==> config.mk <==
export PLATFORM = sky130hd
export DESIGN_NAME = uart_lcd_writer
export DESIGN_NICKNAME = d
export VERILOG_FILES = /design/src/rtl/uart_lcd_writer.sv
export SDC_FILE = /design/constraint.sdc
export NUM_CORES = 1
export LEC_CHECK = 0
export CAP_MARGIN = 30
export CORE_MARGIN = 10
export CORE_UTILIZATION = 25
export DETAILED_ROUTE_END_ITERATION = 10
export HOLD_SLACK_MARGIN = 0.03
export PLACE_DENSITY = 0.4
export SYNTH_ARGS = -nofsm -noshare
export SYNTH_HDL_FRONTEND = slang
export SYNTH_SLANG_ARGS = --single-unit
==> constraint.sdc <==
create_clock -name i_clk -period 7.9 [get_ports i_clk]
set_input_delay 1.185 -clock i_clk [delete_from_list [all_inputs] [get_ports i_clk]]
set_output_delay 1.185 -clock i_clk [all_outputs]
set_load 0.01 [all_outputs]
==> src/rtl/uart_lcd_writer.sv <==
// Buffers received UART bytes and renders them on a 16x2 HD44780 LCD over
// the 8-bit parallel bus: power-up init, E-strobe timing, cursor and control codes.
module uart_lcd_writer #(
  parameter int FIFO_DEPTH   = 16,
  parameter int PWR_WAIT     = 2_500_000,
  parameter int SETUP_CYCLES = 3,
  parameter int E_CYCLES     = 12,
  parameter int CMD_WAIT     = 2_500,
  parameter int CLR_WAIT     = 100_000
) (
  input  logic       i_clk,
  input  logic       i_rst,
  input  logic [7:0] i_data,
  input  logic       i_valid,
  output logic [7:0] o_lcd_data,
  output logic       o_lcd_rs,
  output logic       o_lcd_rw,
  output logic       o_lcd_e,
  output logic       o_busy,
  output logic       o_overflow
);
  localparam int AW = $clog2(FIFO_DEPTH);

  typedef enum logic [2:0] {PWR, IDLE, SETUP, PULSE, WAIT} state_t;

  state_t          r_state;
  logic [31:0]     r_cnt;
  logic [7:0]      r_data;
  logic            r_rs, r_e, r_busy, r_ovf;
  logic            r_row;
  logic [4:0]      r_col;
  logic            r_init;
  logic [1:0]      r_init_idx;
  logic            r_pend;
  logic [7:0]      r_pend_data;
  logic            r_clr;

  logic [7:0]      r_mem [FIFO_DEPTH];
  logic [AW-1:0]   r_wp, r_rp;
  logic [AW:0]     r_fcnt;

  logic            w_empty, w_full, w_pop, w_push;
  logic [AW:0]     w_fcnt_nxt;
  logic [7:0]      w_byte;
  logic [31:0]     w_wait_last;
  logic [1:0]      w_idx_nxt;

  function automatic logic [7:0] init_cmd(input logic [1:0] idx);
    case (idx)
      2'd0:    return 8'h38;
      2'd1:    return 8'h0C;
      2'd2:    return 8'h01;
      default: return 8'h06;
    endcase
  endfunction

  assign w_empty   = (r_fcnt == '0);
  assign w_full    = (r_fcnt == (AW+1)'(FIFO_DEPTH));
  assign w_pop     = (r_state == IDLE) && !w_empty;
  // A full FIFO still accepts a write when the same cycle pops.
  assign w_push    = i_valid && (!w_full || w_pop);
  assign w_byte    = r_mem[r_rp];
  assign w_idx_nxt = r_init_idx + 2'd1;
  assign w_wait_last = r_clr ? 32'(CLR_WAIT - 1) : 32'(CMD_WAIT - 1);

  always_comb begin
    w_fcnt_nxt = r_fcnt;
    if (w_push && !w_pop)      w_fcnt_nxt = r_fcnt + 1'b1;
    else if (!w_push && w_pop) w_fcnt_nxt = r_fcnt - 1'b1;
  end

  always_ff @(posedge i_clk) begin
    if (w_push) r_mem[r_wp] <= i_data;
  end

  always_ff @(posedge i_clk) begin
    if (i_rst) begin
      r_wp   <= '0;
      r_rp   <= '0;
      r_fcnt <= '0;
      r_ovf  <= 1'b0;
    end else begin
      if (w_push) r_wp <= r_wp + 1'b1;
      if (w_pop)  r_rp <= r_rp + 1'b1;
      r_fcnt <= w_fcnt_nxt;
      if (i_valid && !w_push) r_ovf <= 1'b1;
    end
  end

  always_ff @(posedge i_clk) begin
    if (i_rst) begin
      r_state     <= PWR;
      r_cnt       <= '0;
      r_data      <= 8'h00;
      r_rs        <= 1'b0;
      r_e         <= 1'b0;
      r_busy      <= 1'b1;
      r_row       <= 1'b0;
      r_col       <= 5'd0;
      r_init      <= 1'b1;
      r_init_idx  <= 2'd0;
      r_pend      <= 1'b0;
      r_pend_data <= 8'h00;
      r_clr       <= 1'b0;
    end else begin
      case (r_state)
        PWR: begin
          if (r_cnt == 32'(PWR_WAIT - 1)) begin
            r_cnt      <= '0;
            r_state    <= SETUP;
            r_data     <= init_cmd(2'd0);
            r_rs       <= 1'b0;
            r_clr      <= 1'b0;
            r_init_idx <= 2'd0;
          end else r_cnt <= r_cnt + 1'b1;
        end
        SETUP: begin
          if (r_cnt == 32'(SETUP_CYCLES - 1)) begin
            r_cnt   <= '0;
            r_e     <= 1'b1;
            r_state <= PULSE;
          end else r_cnt <= r_cnt + 1'b1;
        end
        PULSE: begin
          if (r_cnt == 32'(E_CYCLES - 1)) begin
            r_cnt   <= '0;
            r_e     <= 1'b0;
            r_state <= WAIT;
          end else r_cnt <= r_cnt + 1'b1;
        end
        WAIT: begin
          if (r_cnt == w_wait_last) begin
            r_cnt <= '0;
            if (r_init) begin
              if (r_init_idx == 2'd3) begin
                r_init  <= 1'b0;
                r_clr   <= 1'b0;
                r_state <= IDLE;
                r_busy  <= (w_fcnt_nxt != '0);
              end else begin
                r_init_idx <= w_idx_nxt;
                r_data     <= init_cmd(w_idx_nxt);
                r_clr      <= (w_idx_nxt == 2'd2);
                r_state    <= SETUP;
              end
            end else if (r_pend) begin
              // second half of a wrapped character: no IDLE cycle in between
              r_pend  <= 1'b0;
              r_rs    <= 1'b1;
              r_data  <= r_pend_data;
              r_clr   <= 1'b0;
              r_state <= SETUP;
            end else begin
              r_state <= IDLE;
              r_busy  <= (w_fcnt_nxt != '0);
            end
          end else r_cnt <= r_cnt + 1'b1;
        end
        IDLE: begin
          r_busy <= (w_fcnt_nxt != '0);
          if (w_pop) begin
            if (w_byte >= 8'h20 && w_byte <= 8'h7E) begin
              r_busy  <= 1'b1;
              r_clr   <= 1'b0;
              r_state <= SETUP;
              if (r_col == 5'd16) begin
                r_data      <= r_row ? 8'h80 : 8'hC0;
                r_rs        <= 1'b0;
                r_pend      <= 1'b1;
                r_pend_data <= w_byte;
                r_row       <= ~r_row;
                r_col       <= 5'd1;
              end else begin
                r_data <= w_byte;
                r_rs   <= 1'b1;
                r_col  <= r_col + 5'd1;
              end
            end else if (w_byte == 8'h0A) begin
              r_busy  <= 1'b1;
              r_data  <= r_row ? 8'h80 : 8'hC0;
              r_rs    <= 1'b0;
              r_clr   <= 1'b0;
              r_row   <= ~r_row;
              r_col   <= 5'd0;
              r_state <= SETUP;
            end else if (w_byte == 8'h0C) begin
              r_busy  <= 1'b1;
              r_data  <= 8'h01;
              r_rs    <= 1'b0;
              r_clr   <= 1'b1;
              r_row   <= 1'b0;
              r_col   <= 5'd0;
              r_state <= SETUP;
            end
          end
        end
        default: r_state <= PWR;
      endcase
    end
  end

  assign o_lcd_data = r_data;
  assign o_lcd_rs   = r_rs;
  assign o_lcd_rw   = 1'b0;
  assign o_lcd_e    = r_e;
  assign o_busy     = r_busy;
  assign o_overflow = r_ovf;
endmodule

; ---- Word level (Yosys, flattened, before mapping)
; Memory sizes are Yosys's and may differ from the RTL's. A register that Yosys moved wholly into a read port is not among the register bits.
; Cells that the tools add are included.
[totals]
out_inout_bits = 13
mem_count = 1
word_cells = 181
in_bits = 11
register_bits = 79
ram_bits = 128
[mem_list]
columns = name, depth, width, rd, rd_clocked_by_memory_dff, wr, line_no
row1 = r_mem, 16, 8, 1, 1, 1, 38  ; logic [7:0] r_mem [FIFO_DEPTH];
[classes]
n_eq_ne = 32
reduce_logical = 33
bitwise = 1
n_mux = 88
addsub = 7
order_cmp = 2
[op_table]
columns = op, count
row1 = $mux 32, 4
row2 = $pmux 32 s4, 1
row3 = $mux 8, 10
row4 = $mux 1, 39
row5 = $add 32x1->32 const B, 1
row6 = $eq 32x17->1, 1
row7 = $eq 32x2->1 const B, 1
row8 = $eq 32x22->1 const B, 1
row9 = $eq 32x4->1 const B, 1
row10 = $mux 5, 6
row11 = $mux 3, 9
row12 = $pmux 8 s3, 1
row13 = $ne 2x2->1 const B, 9
row14 = $pmux 6 s3, 1
row15 = $reduce_and 6->1, 3
row16 = $mux 17, 1
row17 = $eq 8x4->1 const B, 2
row18 = $pmux 3 s5, 1
row19 = $reduce_and 7->1, 2
row20 = $mux 2, 6
row21 = $ne 3x3->1 const B, 4
row22 = $reduce_and 4->1, 3
row23 = $add 5x1->5 const B, 2
row24 = $eq 5x5->1 const B, 2
row25 = 31 further kinds, 52

; ---- Depth between registers and ports, before layout
[logic_depth]
ltp_word = 15
mapped_depth = 12
mapped_depth_nobuf = 10

; ---- Least setup slack after synthesis
; No wires, ideal clock.
[synth_path]
path_kind = register to register
from = register r_cnt[9]
to = register r_data[0] (netlist: o_lcd_data[0])
setup_slack_ns = 5.004
path_stages_with_launch = 11
arrival_ns = 2.755
period_less_slack_ns = 2.896
setup_time_ns = 0.141
required_time_ns = 7.759
path_buffers = 2
cell_sequence = dfxtp_1 -> or3_4 -> or4_1 -> a2111o_1 -> or3_1 -> a21oi_2 -> and3_1 -> buf_6 -> and2_4 -> buf_12 -> a311oi_2
[synth_between]
elab_chain_len = 3
word_cells_on_any_way = 5
cone_classes = eq/ne (4) / reduce/logical (1)
[synth_lines]
columns = item, line_no
row1 = from (decl), 27  ; logic [31:0] r_cnt;
row2 = from (signal assigned), 115  ; end else r_cnt <= r_cnt + 1'b1;
row3 = from (signal assigned), 122  ; end else r_cnt <= r_cnt + 1'b1;
row4 = from (signal assigned), 129  ; end else r_cnt <= r_cnt + 1'b1;
row5 = $eq 32x17->1 or $eq 32x22->1 (tied branches), "132, 108"
row6 = $ne 2x2->1 (no line), n/a
row7 = $reduce_and 7->1 (no line) (*), n/a
row8 = to (signal assigned), 142  ; r_data <= init_cmd(w_idx_nxt);
row9 = to (signal assigned), 150  ; r_data <= r_pend_data;
row10 = to (signal assigned), 167  ; r_data <= r_row ? 8'h80 : 8'hC0;
row11 = to (decl), 28  ; logic [7:0] r_data;
; Every way passes the cells marked *; elsewhere a longest branch is shown, timed or not.
; A chain may end at the register's enable or synchronous reset.

==> impl_results.html <==
<table>
<tr><th>Metric</th><th>Value</th></tr>
<tr><th colspan="2">Detailed routing</th></tr>
<tr><td>Post-DR wirelength/cell</td><td>18.2 µm</td></tr>
<tr><td>Count of routing violations after the opening detailed-route iteration</td><td>420</td></tr>
<tr><td>Detailed-route via count</td><td>6446</td></tr>
<tr><td>Post-route ant nets</td><td>0</td></tr>
<tr><td>Number of detailed-routing iterations run before antenna repair</td><td>5</td></tr>
<tr><td>DRC violations left</td><td>0</td></tr>
<tr><td>Vias per inst</td><td>4.75</td></tr>
<tr><td>Routed Wire Length</td><td>~25000 µm</td></tr>
<tr><th colspan="2">Worst setup path</th></tr>
<tr><td>WP data arrival</td><td>4210 ps</td></tr>
<tr><td>Type of origin of the critical path</td><td>flop</td></tr>
<tr><td>Critical path's slowest cell</td><td>nor2_1</td></tr>
<tr><td>Critical-path cell list</td><td>buf_4 -&gt; mux4_2 -&gt; a22oi_1 -&gt; o21ai_0 -&gt; nand3b_1 -&gt; nor2_1 -&gt; a31oi_1 -&gt; a211oi_2</td></tr>
<tr><td>Max FO, Critical Path</td><td>36</td></tr>
<tr><td>Required @ worst endpoint</td><td>8370 ps</td></tr>
<tr><td>Worst Setup Path Type</td><td>flop to flop</td></tr>
<tr><td>Critical path buffers and inverters</td><td>1</td></tr>
<tr><td>Family of cells with the greatest summed delay on the critical path</td><td>compound AO/OA/AOI/OAI gates</td></tr>
<tr><td>Delay of the slowest cell on the worst path</td><td>640 ps</td></tr>
<tr><td>Setup crit end kind</td><td>flop</td></tr>
<tr><th colspan="2">Clocking</th></tr>
<tr><td>Largest buffer count on any clock path</td><td>3</td></tr>
<tr><td>Count of cells resized by post-cts repair</td><td>0</td></tr>
<tr><td>Clock-pin slew reported for the worst setup and hold paths after clock tree synthesis</td><td>60 ps</td></tr>
<tr><td>Clock latency of the later-clocked register in the worst-skew pair</td><td>550 ps</td></tr>
<tr><td># Post-CTS Setup Buffers</td><td>0</td></tr>
<tr><td>Number of levels the H-tree was split into</td><td>1</td></tr>
<tr><td>Count of clock tree sinks</td><td>211</td></tr>
<tr><td>Buffer cell driving the clock tree root</td><td>clkbuf_16</td></tr>
<tr><td>Quantity of hold-fixing buffers added after cts</td><td>0</td></tr>
<tr><td>TritonCTS Buffers</td><td>26</td></tr>
<tr><td>TritonCTS clock tree</td><td>built</td></tr>
<tr><th colspan="2">Timing</th></tr>
<tr><td>Worst clock skew</td><td>28.3 ps</td></tr>
<tr><td>Worst slew slack as a fraction of its limit</td><td>0.427</td></tr>
<tr><td>Share of the clock period used by the worst path after layout</td><td>0.472</td></tr>
<tr><td>Max-slew violation count</td><td>0</td></tr>
<tr><td>Total Neg Setup Slack</td><td>0 ps</td></tr>
<tr><td>Fmax</td><td>268 MHz</td></tr>
<tr><td>Number of hold violations in the final report</td><td>0</td></tr>
<tr><td>Tightest hold margin</td><td>492 ps</td></tr>
<tr><td>Minimum clock period</td><td>3730 ps</td></tr>
<tr><td>Final setup violation count</td><td>0</td></tr>
<tr><td>Pin slew with the least headroom to its limit</td><td>856 ps</td></tr>
<tr><td>Setup repair after global routing missed its margin</td><td>no</td></tr>
<tr><th colspan="2">Placed design</th></tr>
<tr><td>HPWL Detailed</td><td>16400 µm</td></tr>
<tr><td>Buffers on Ports</td><td>22</td></tr>
<tr><td>Final weighted congestion in routability-driven placement</td><td>0.744</td></tr>
<tr><th colspan="2">GRT</th></tr>
<tr><td>Final global-route overflow total</td><td>0</td></tr>
<tr><td>Number of global-route vias before repair</td><td>roughly 6300</td></tr>
<tr><td>First-pass GRT wire length</td><td>38600 µm</td></tr>
<tr><td>Largest net degree at the start of global routing</td><td>46</td></tr>
<tr><td>All-Layer GR Usage</td><td>0.104</td></tr>
<tr><td>Initial antenna violation count</td><td>0</td></tr>
<tr><th colspan="2">Synth</th></tr>
<tr><td>Post-synth EDFFs</td><td>128</td></tr>
<tr><td>Portion of the post-synthesis area used by sequential elements</td><td>0.573</td></tr>
<tr><td>Synthesized area</td><td>9610 µm²</td></tr>
<tr><td>Unique cell type count in the Yosys netlist</td><td>between 70 and 80</td></tr>
<tr><td>Ys Warns</td><td>0</td></tr>
<tr><td>Async set-or-reset flop fraction in the synthesized netlist</td><td>0</td></tr>
<tr><td>Net Count, Synth</td><td>between 800 and 900</td></tr>
<tr><td>Predominant post-synthesis flop cell</td><td>edfxtp_1</td></tr>
<tr><td>Fraction of synthesized cell area taken by the top area cell type</td><td>0.400</td></tr>
<tr><td>Synth Instances</td><td>807</td></tr>
<tr><td>Post-synthesis area per instance</td><td>between 10 and 15 µm²</td></tr>
<tr><td>Synth area leader</td><td>edfxtp_1</td></tr>
<tr><td>Ranking of synthesized cells by area</td><td>edfxtp_1 (40%), dfxtp_1 (17%), mux4_2 (5.4%)</td></tr>
<tr><td>Post-synthesis sequential element count</td><td>211</td></tr>
<tr><th colspan="2">Floorplan</th></tr>
<tr><td>Number of primary I/O pins</td><td>24</td></tr>
<tr><td>FP Rows</td><td>just over 70</td></tr>
<tr><td>Vertical die dimension</td><td>roughly 220 µm</td></tr>
<tr><td>Placeable core region</td><td>approximately 38000 µm²</td></tr>
<tr><td>Die Footprint</td><td>approximately 47000 µm²</td></tr>
<tr><td>DIE WIDTH</td><td>~220 µm</td></tr>
<tr><td>Starting density of the core</td><td>0.254</td></tr>
<tr><th colspan="2">Finish</th></tr>
<tr><td>Fraction of layout instances using a drive strength above 1</td><td>0.112</td></tr>
<tr><td>Area Overhead vs Synth</td><td>16.6%</td></tr>
<tr><td># nets final</td><td>853</td></tr>
<tr><th colspan="2">Run status</th></tr>
<tr><td>Status</td><td>completed</td></tr>
<tr><th colspan="2">Hold path</th></tr>
<tr><td>Class of the tightest hold or removal check</td><td>flop to flop</td></tr>
<tr><th colspan="2">Pwr</th></tr>
<tr><td>Maximum vdd drop</td><td>0.000154 V</td></tr>
<tr><td>Pwr Density</td><td>between 200 and 300 nW/µm²</td></tr>
<tr><td>Leakage</td><td>3.63 nW</td></tr>
<tr><th colspan="2">Flow run</th></tr>
<tr><td>Max Cap Violations</td><td>0</td></tr>
</table>
[Yosys cell counts, types with 11 or more instances]
| cell type | n |
|---|---|
| edfxtp_1 | 128 |
| nor2_1 | 91 |
| dfxtp_1 | 83 |
| nand2_1 | 61 |
| a21oi_1 | 47 |
| o21ai_0 | 31 |
| clkbuf_1 | 25 |
| mux4_2 | 23 |
| nand3_1 | 22 |
| mux2i_1 | 21 |
| inv_1 | 19 |
| nor3_1 | 18 |
| ha_1 | 16 |
| nor3b_1 | 15 |
| a22oi_1 | 14 |
| a311oi_1 | 13 |
| or3_1 | 12 |
| nor4_1 | 11 |
[worst reg2reg max path: stages (launching register included)]
cell and delay, ps:
dfxtp_2 310, buf_4 580, mux4_2 620, a22oi_1 360
o21ai_0 330, nand3b_1 300, nor2_1 650, a31oi_1 260
a211oi_2 260
[kinds of logic (layout without fill, tap and decap cells)]
| kind of cell | count (synthesis) | count (layout) | share of synthesized area |
|---|---|---|---|
| AND/OR/NAND/NOR | 294 | 294 | 0.155 |
| flip-flops | 211 | 211 | 0.573 |
| AO/OA/AOI/OAI | 163 | 163 | 0.118 |
| multiplexers | 50 | 50 | 0.0906 |
| buffers and inverters | 62 | 101 | 0.0335 |
| other | 1 | 2 | 0.000390 |
| XOR/XNOR | 10 | 10 | 0.00911 |
| adder cells (fa/ha/maj) | 16 | 16 | 0.0208 |
[area by class of cell]
cell class	count	area [µm²]
antenna	1	2.50
clock buffer	36	698
clock inverter	12	184
fill	3906	26600
inverter	19	71.3
multi-input combinational	534	3790
sequential	211	5510
tap	511	639
timing repair buffer	34	310
[registers in the layout, summed over array words and instances, names as in the netlist, 2 cells and up, named ones only]
register and count:
o_lcd_data 8, r_cnt 32, r_col 5, r_fcnt 5
r_init_idx 2, r_mem 128, r_pend_data 8, r_rp 4
r_state 3, r_wp 4
[final timing paths]
check | cells past startpoint | start | slack [ps] | endpoint
max reg2reg | 8 | flop | 4170 | o_lcd_data[3]
min | 2 | o_lcd_e | 490 | o_lcd_e
min reg2reg | 2 | o_lcd_e | 490 | o_lcd_e
max | 8 | flop | 4170 | o_lcd_data[3]
[layer usage]
metal  routed length [µm]  vias to the layer above  GRT usage  part of all wire
met4                  463                        0     0.0294             0.019
met3                  855                       39     0.0180             0.035
met2                10800                       80      0.157              0.44
li1                     -                     3128          -                 -
met5                    0                        -          0                 0
met1                12500                     3199      0.149              0.51
[report_power, final]
part | internal [mW] | leakage [nW] | total (mW) | switching [mW]
Combinational | 0.290 | 1.38 | 0.747 | 0.457
Clock | 0.751 | 0.421 | 1.22 | 0.474
Sequential | 1.22 | 1.83 | 1.27 | 0.0529
Total | 2.26 | 3.63 | 3.25 | 0.984
[stage by stage]
stage / util / setup slack [ps] / cells / instance area (µm²) / total power [mW]
2_1_floorplan: - / 5000 / 807 / 9610 / 1.85
6_report: 0.296 / 4170 / 1358 / 11200 / 3.25
4_1_cts: 0.296 / 4120 / 1357 / 11200 / 3.29
3_5_place_dp: 0.273 / 4120 / 1309 / 10300 / 2.05
3_3_place_gp: 0.272 / 3940 / 1304 / 10300 / 2.05
5_1_grt: 0.296 / 3890 / 1357 / 11200 / 3.42
[cell usage in the layout, fill, tap and decap left out, types with 5 or more instances in the layout]
master           Yosys  routed
nand2_1             61      61
nor4_1              11      11
clkbuf_16            0      26
dfxtp_1             83      82
nand3_1             22      22
mux2i_1             21      20
nor3_1              18      18
buf_4                2       8
clkbuf_1            25       9
a21o_1               6       6
edfxtp_1           128     128
a22oi_1             14      14
mux4_1               5       5
nor2_1              91      91
a211oi_2             5       5
nor2b_1              6       6
a311oi_1            13      13
a21oi_1             47      47
nor3b_1             15      14
nand2b_1             5       5
ha_1                16      16
or3_1               12      12
o21ai_0             31      31
nand4_1             10      10
a31oi_1             10      10
mux4_2              23      23
and2_1               9       9
xnor2_1              5       5
inv_1               19      19
xor2_1               5       5
and3_1               9       9
clkdlybuf4s50_1      0      21
(Power assumes the default switching activity.)
